==> src/rtl/box_motion_ctrl.sv <==
// box_motion_ctrl: once per video frame, moves the box centre by a bounded
// step derived from the push-buttons (priority) or the accelerometer, then
// clamps it so the square of half-size HALF stays fully on screen.
module box_motion_ctrl #(
    parameter int WIDTH       = 640,
    parameter int HEIGHT      = 480,
    parameter int HALF        = 25,
    parameter int MAX_SPEED   = 8,
    parameter int DEADZONE    = 16,
    parameter int ACCEL_SHIFT = 5
) (
    input  logic               clk_25mHz,
    input  logic               reset,
    input  logic               screenEnd,
    input  logic               BTNU,
    input  logic               BTNL,
    input  logic               BTNR,
    input  logic               BTND,
    input  logic signed [31:0] accel_x,
    input  logic signed [31:0] accel_y,
    output logic [9:0]         center_x,
    output logic [9:0]         center_y,
    output logic               update_valid,
    output logic [3:0]         hit_edge
);

    localparam logic [1:0] IDLE   = 2'd0;
    localparam logic [1:0] CALC   = 2'd1;
    localparam logic [1:0] CLAMP  = 2'd2;
    localparam logic [1:0] COMMIT = 2'd3;

    localparam logic signed [11:0] SPD   = 12'(MAX_SPEED);
    localparam logic signed [11:0] DZ    = 12'(DEADZONE);
    localparam logic signed [11:0] X_MIN = 12'(HALF);
    localparam logic signed [11:0] X_MAX = 12'(WIDTH - 1 - HALF);
    localparam logic signed [11:0] Y_MIN = 12'(HALF);
    localparam logic signed [11:0] Y_MAX = 12'(HEIGHT - 1 - HALF);
    localparam logic [9:0]         X_RST = 10'(WIDTH / 2);
    localparam logic [9:0]         Y_RST = 10'(HEIGHT / 2);

    // Saturate a 32-bit reading into the signed 12-bit working range.
    function automatic logic signed [11:0] sat12(input logic signed [31:0] a);
        logic signed [11:0] r;
        if (a > 32'sd2047)
            r = 12'sh7FF;
        else if (a < -32'sd2048)
            r = 12'sh800;
        else
            r = a[11:0];
        return r;
    endfunction

    // Accelerometer to step: dead-zone, floor shift, then speed limit.
    function automatic logic signed [11:0] accel_step(input logic signed [31:0] a);
        logic signed [11:0] s;
        logic signed [11:0] q;
        logic signed [11:0] r;
        s = sat12(a);
        q = s >>> ACCEL_SHIFT;
        if (s > -DZ && s < DZ)
            r = '0;
        else if (q > SPD)
            r = SPD;
        else if (q < -SPD)
            r = -SPD;
        else
            r = q;
        return r;
    endfunction

    // Per-axis step: a single held button wins, opposing buttons cancel,
    // otherwise the accelerometer decides.
    function automatic logic signed [11:0] axis_step(input logic neg_btn,
                                                     input logic pos_btn,
                                                     input logic signed [31:0] a);
        logic signed [11:0] r;
        if (pos_btn && !neg_btn)
            r = SPD;
        else if (neg_btn && !pos_btn)
            r = -SPD;
        else if (neg_btn && pos_btn)
            r = '0;
        else
            r = accel_step(a);
        return r;
    endfunction

    logic [1:0]         state;
    logic [3:0]         btn_meta;     // {U, D, L, R}
    logic [3:0]         btn_sync;     // {U, D, L, R}
    logic               se_prev;
    logic               frame_evt;
    logic signed [11:0] next_x_p0;
    logic signed [11:0] next_y_p0;
    logic signed [11:0] clamp_x_p1;
    logic signed [11:0] clamp_y_p1;
    logic               lo_x_p1;
    logic               hi_x_p1;
    logic               lo_y_p1;
    logic               hi_y_p1;

    assign frame_evt = screenEnd & ~se_prev;

    // Control path: FSM, button synchronisers, frame edge detector and the
    // output registers. Outputs load on the edge into COMMIT so the new
    // centre and update_valid are both present for the whole COMMIT cycle.
    always_ff @(posedge clk_25mHz or negedge reset) begin
        if (!reset) begin
            state        <= IDLE;
            btn_meta     <= '0;
            btn_sync     <= '0;
            se_prev      <= 1'b0;
            center_x     <= X_RST;
            center_y     <= Y_RST;
            update_valid <= 1'b0;
            hit_edge     <= '0;
        end else begin
            btn_meta     <= {BTNU, BTND, BTNL, BTNR};
            btn_sync     <= btn_meta;
            se_prev      <= screenEnd;
            update_valid <= 1'b0;
            case (state)
                IDLE:   if (frame_evt) state <= CALC;
                CALC:   state <= CLAMP;
                CLAMP: begin
                    state        <= COMMIT;
                    center_x     <= clamp_x_p1[9:0];
                    center_y     <= clamp_y_p1[9:0];
                    hit_edge     <= {lo_y_p1, hi_y_p1, lo_x_p1, hi_x_p1};
                    update_valid <= 1'b1;
                end
                default: state <= IDLE;
            endcase
        end
    end

    // CALC stage: accel is sampled here and the unclamped next centre formed.
    always_ff @(posedge clk_25mHz) begin
        if (state == CALC) begin
            next_x_p0 <= $signed({2'b00, center_x}) + axis_step(btn_sync[1], btn_sync[0], accel_x);
            next_y_p0 <= $signed({2'b00, center_y}) + axis_step(btn_sync[3], btn_sync[2], accel_y);
        end
    end

    // CLAMP stage: bound each axis to the on-screen range and flag the edge hit.
    always_comb begin
        lo_x_p1    = next_x_p0 < X_MIN;
        hi_x_p1    = next_x_p0 > X_MAX;
        lo_y_p1    = next_y_p0 < Y_MIN;
        hi_y_p1    = next_y_p0 > Y_MAX;
        clamp_x_p1 = next_x_p0;
        clamp_y_p1 = next_y_p0;
        if (lo_x_p1)
            clamp_x_p1 = X_MIN;
        else if (hi_x_p1)
            clamp_x_p1 = X_MAX;
        if (lo_y_p1)
            clamp_y_p1 = Y_MIN;
        else if (hi_y_p1)
            clamp_y_p1 = Y_MAX;
    end

endmodule

==> config.mk <==
export PLATFORM = sky130hd
export DESIGN_NAME = box_motion_ctrl
export DESIGN_NICKNAME = d
export VERILOG_FILES = /design/src/rtl/box_motion_ctrl.sv
export SDC_FILE = /design/constraint.sdc
export NUM_CORES = 1
export LEC_CHECK = 0
export CAP_MARGIN = 20
export CORE_UTILIZATION = 47
export CTS_CLUSTER_DIAMETER = 50
export CTS_CLUSTER_SIZE = 20
export DETAILED_ROUTE_END_ITERATION = 8
export GPL_TIMING_DRIVEN = 0
export PLACE_DENSITY = 0.78
export SLEW_MARGIN = 20
export SYNTH_ARGS = -nofsm -noshare
export SYNTH_HDL_FRONTEND = slang
export SYNTH_SLANG_ARGS = --single-unit
==> constraint.sdc <==
create_clock -name clk_25mHz -period 5.3 [get_ports clk_25mHz]
set_input_delay 0.795 -clock clk_25mHz [delete_from_list [all_inputs] [get_ports clk_25mHz]]
set_output_delay 0.795 -clock clk_25mHz [all_outputs]
set_load 0.05 [all_outputs]
==> flow_summary.yaml <==
status:
  status: "completed"
min_path:
  hp-class: "primary input to asynchronous set/reset pin"
power_and_ir_drop:
  pwr-share-clk: 0.148
  p_int_w: 0.00134
  pwr_density_cell_nw_per_um2: 486
  power_frac_comb: 0.492
  switchingPower_w: 0.00102
  p_seq_frac: 0.360
  max-vdd-ir-drop_uv: 311
  p_leak_nw: 1.87
  swShare: 0.432
drt:
  routed.top_layer: "met4"
  dr.pass1.iters: 4
  ant_nets: 0
  drcViolationCount: 0
  drt-total-wl_um: 8140
  vias_per_cell: 5.74
  dr_wl_met2_um: 3920
  vias: 3231
  drt-met1-wl_um: 3420
  drt_iter0_drc: 114
  wire_per_inst_um: 14.5
  met3_length_um: 589
placement:
  hpwl_um: 6560
  gp_congestion: 0.861
  post_dp_cell_area_um2: 4680
  dp.cells: 547
  portBuffers: 95
worst_setup_path:
  arrival_ns: 4.20
  start_kind: "primary input"
  required_ns: 5.37
  path_class: "primary input to flip-flop"
  critPathMaxFanout: 4
  endpoint_kind: "flip-flop"
logic_synthesis:
  syn-num-nets: 451
  syn_area_um2: 3580
  synth_ff_type: "dfrtp_1"
  synth_area_leaders: "dfrtp_1 21%, edfxtp_1 20%, ha_1 9.1%"
  ys_types: 55
  synth_edf_count: 24
  synth_top_family_by_area: "simple AND/OR/NAND/NOR gates"
  ys_async_sr_fraction: 0.600
  synth-xor-area-share: 0.0392
  synth_top_area_frac: 0.210
  synthSimpleGateAreaFrac: 0.191
  synth_cells: 352
  yosysSeqAreaShare: 0.455
  synthMuxAreaShare: 0.00594
  yosys.area_share.adder: 0.102
  synth-seq-cells: 60
  synth_largest_area_cell: "dfrtp_1"
  syn_area_per_cell_um2: 10.2
  yosysWarnings: 0
  synth_compound_area_frac: 0.187
clocking:
  cts_hold_buf: 0
  clkSlewWorstSetupHoldPaths_ns: 0.07
  clock_sinks: 60
  h-tree-depth: 3
  post_cts_buffers: 0
  cts_buffers: 9
  cts-root-buf: "clkbuf_8"
  cts_tree: "yes"
  cts_resized: 0
  cts_buffer_depth: 2
  clock_latency_ns: 0.34
sta:
  slew_violations: 0
  hold_violations: 0
  max-slew-margin-rel: 0.337
  min_period_ns: 4.13
  timing.fmax_ghz: 0.242
  rsz0062_at_grt: "no"
  period_share: 0.779
  tightest_slew_ns: 0.995
  tns_ns: 0
  setup_viol: 0
  final.setup_skew_ns: 0.00742
  holdWs_ns: 0.337
layout:
  n_antenna_cell: 0
  area_delta_synth_final_pct: 35.3
  drive_gt1_frac: 0.0711
  fillers: 594
  fin_area_um2: 4840
  multi_input_area_um2: 1880
  register_area_um2: 1630
  layoutNonFillerInstCount: 563
  final_net_count: 558
die:
  io_pins: 96
  start_util: 0.491
  die_area_um2: 7970
  num_rows: 31
  die_w_um: 89.3
  die_height_um: 89.3
  core_area_um2: 7290
global_routing:
  grt_pass1_vias: 3091
  grt_pass1_wl_um: 12800
  antenna_found_initial: 0
  grt-ovfl-total: 0
  grt_max_degree: 26
  grtUsageTotal: 0.213
run:
  maxCapViolations: 0
==> layer usage <==
layer  vias up  GRT usage
met2       138      0.379
li1       1562          -
met1      1504      0.244
met5         -          0
met3        27     0.0406
met4         0      0.107
==> power by group through the flow <==
stage | sequential (W) | clock [W] | combinational (W)
detailed placement | 0.000850 | 0 | 0.00116
global placement | 0.000844 | 0 | 0.00112
global route | 0.000862 | 0.000371 | 0.00125
CTS | 0.000844 | 0.000352 | 0.00116
finish | 0.000846 | 0.000348 | 0.00116
floorplan | 0.00108 | 0 | 0.000536
==> state kept, by name (all words and copies together), names as in the netlist <==
name          cells
btn_sync          4
btn_meta          4
center_x         10
update_valid      1
se_prev           1
hit_edge          4
state             2
next_y_p0        12
center_y         10
next_x_p0        12
==> through the flow <==
stage | util | worst slack [ns] | total power [W]
floorplan | - | 1.57 | 0.00162
global placement | 0.638 | 0.886 | 0.00196
detailed placement | 0.641 | 0.843 | 0.00201
CTS | 0.664 | 1.20 | 0.00236
global route | 0.664 | 0.854 | 0.00249
finish | 0.664 | 1.17 | 0.00235
==> synth_stat cells (all sizes together), types with 10 or more instances <==
| master | n |
|---|---|
| inv | 16 |
| nor4 | 15 |
| nand2 | 21 |
| dfrtp | 30 |
| ha | 26 |
| nand4 | 15 |
| xnor2 | 14 |
| a21oi | 25 |
| o21ai | 11 |
| nor2 | 46 |
| edfxtp | 24 |
| nand3 | 10 |
==> final cells by class <==
| type | count | share of cell area |
|---|---|---|
| clock inverters | 7 | 0.00904 |
| clock buffers | 9 | 0.0256 |
| repair buffers | 96 | 0.201 |
| well taps | 99 | 0.0256 |
| multi-input cells | 273 | 0.388 |
| flip-flops and latches | 60 | 0.336 |
| inverters | 16 | 0.0124 |
| plain buffers | 3 | 0.00232 |
==> worst max-delay path: stages <==
cell,delay (ns)
clkdlybuf4s50_1,0.53
nand4_1,0.12
nor3_1,0.31
nand2_1,0.12
o32ai_1,0.15
o2111ai_1,0.23
a21oi_1,0.17
ha_1,0.21
inv_1,0.07
fa_1,0.40
nand2b_1,0.18
a21oi_1,0.20
nor2_1,0.08
a211o_1,0.29
o21ai_0,0.25
xor2_1,0.09
==> cells in the final DEF (no fill, tap or decap), drive strengths merged, types with 14 or more instances in the layout <==
| cell | netlist | layout |
|---|---|---|
| nor2 | 46 | 46 |
| nor4 | 15 | 15 |
| nand2 | 21 | 21 |
| clkdlybuf4s50 | 0 | 94 |
| a21oi | 25 | 25 |
| dfrtp | 30 | 30 |
| edfxtp | 24 | 24 |
| xnor2 | 14 | 14 |
| inv | 16 | 16 |
| ha | 26 | 26 |
| nand4 | 15 | 15 |
==> cell families after synthesis <==
family,count (synthesis)
simple gates,133
compound gates,94
flops,60
fa+ha+maj,28
buf+inv,19
xor+xnor,16
mux,2
==> final timing paths <==
path                            depth (start not counted)        start       endpoint  slack (ns)
worst max-delay path                                   16  accel_y[11]  next_y_p0[10]        1.17
worst min-delay path                                    1        reset    hit_edge[2]        0.34
worst max register to register                         12  btn_sync[2]  next_y_p0[10]        2.32
worst min register to register                          0  btn_meta[0]    btn_sync[0]        0.35
max in group asynchronous                               2        reset    center_x[6]        4.48
min in group clk_25mHz                                  0  btn_meta[0]    btn_sync[0]        0.35
No activity file was read; power rests on OpenSTA's default activity.
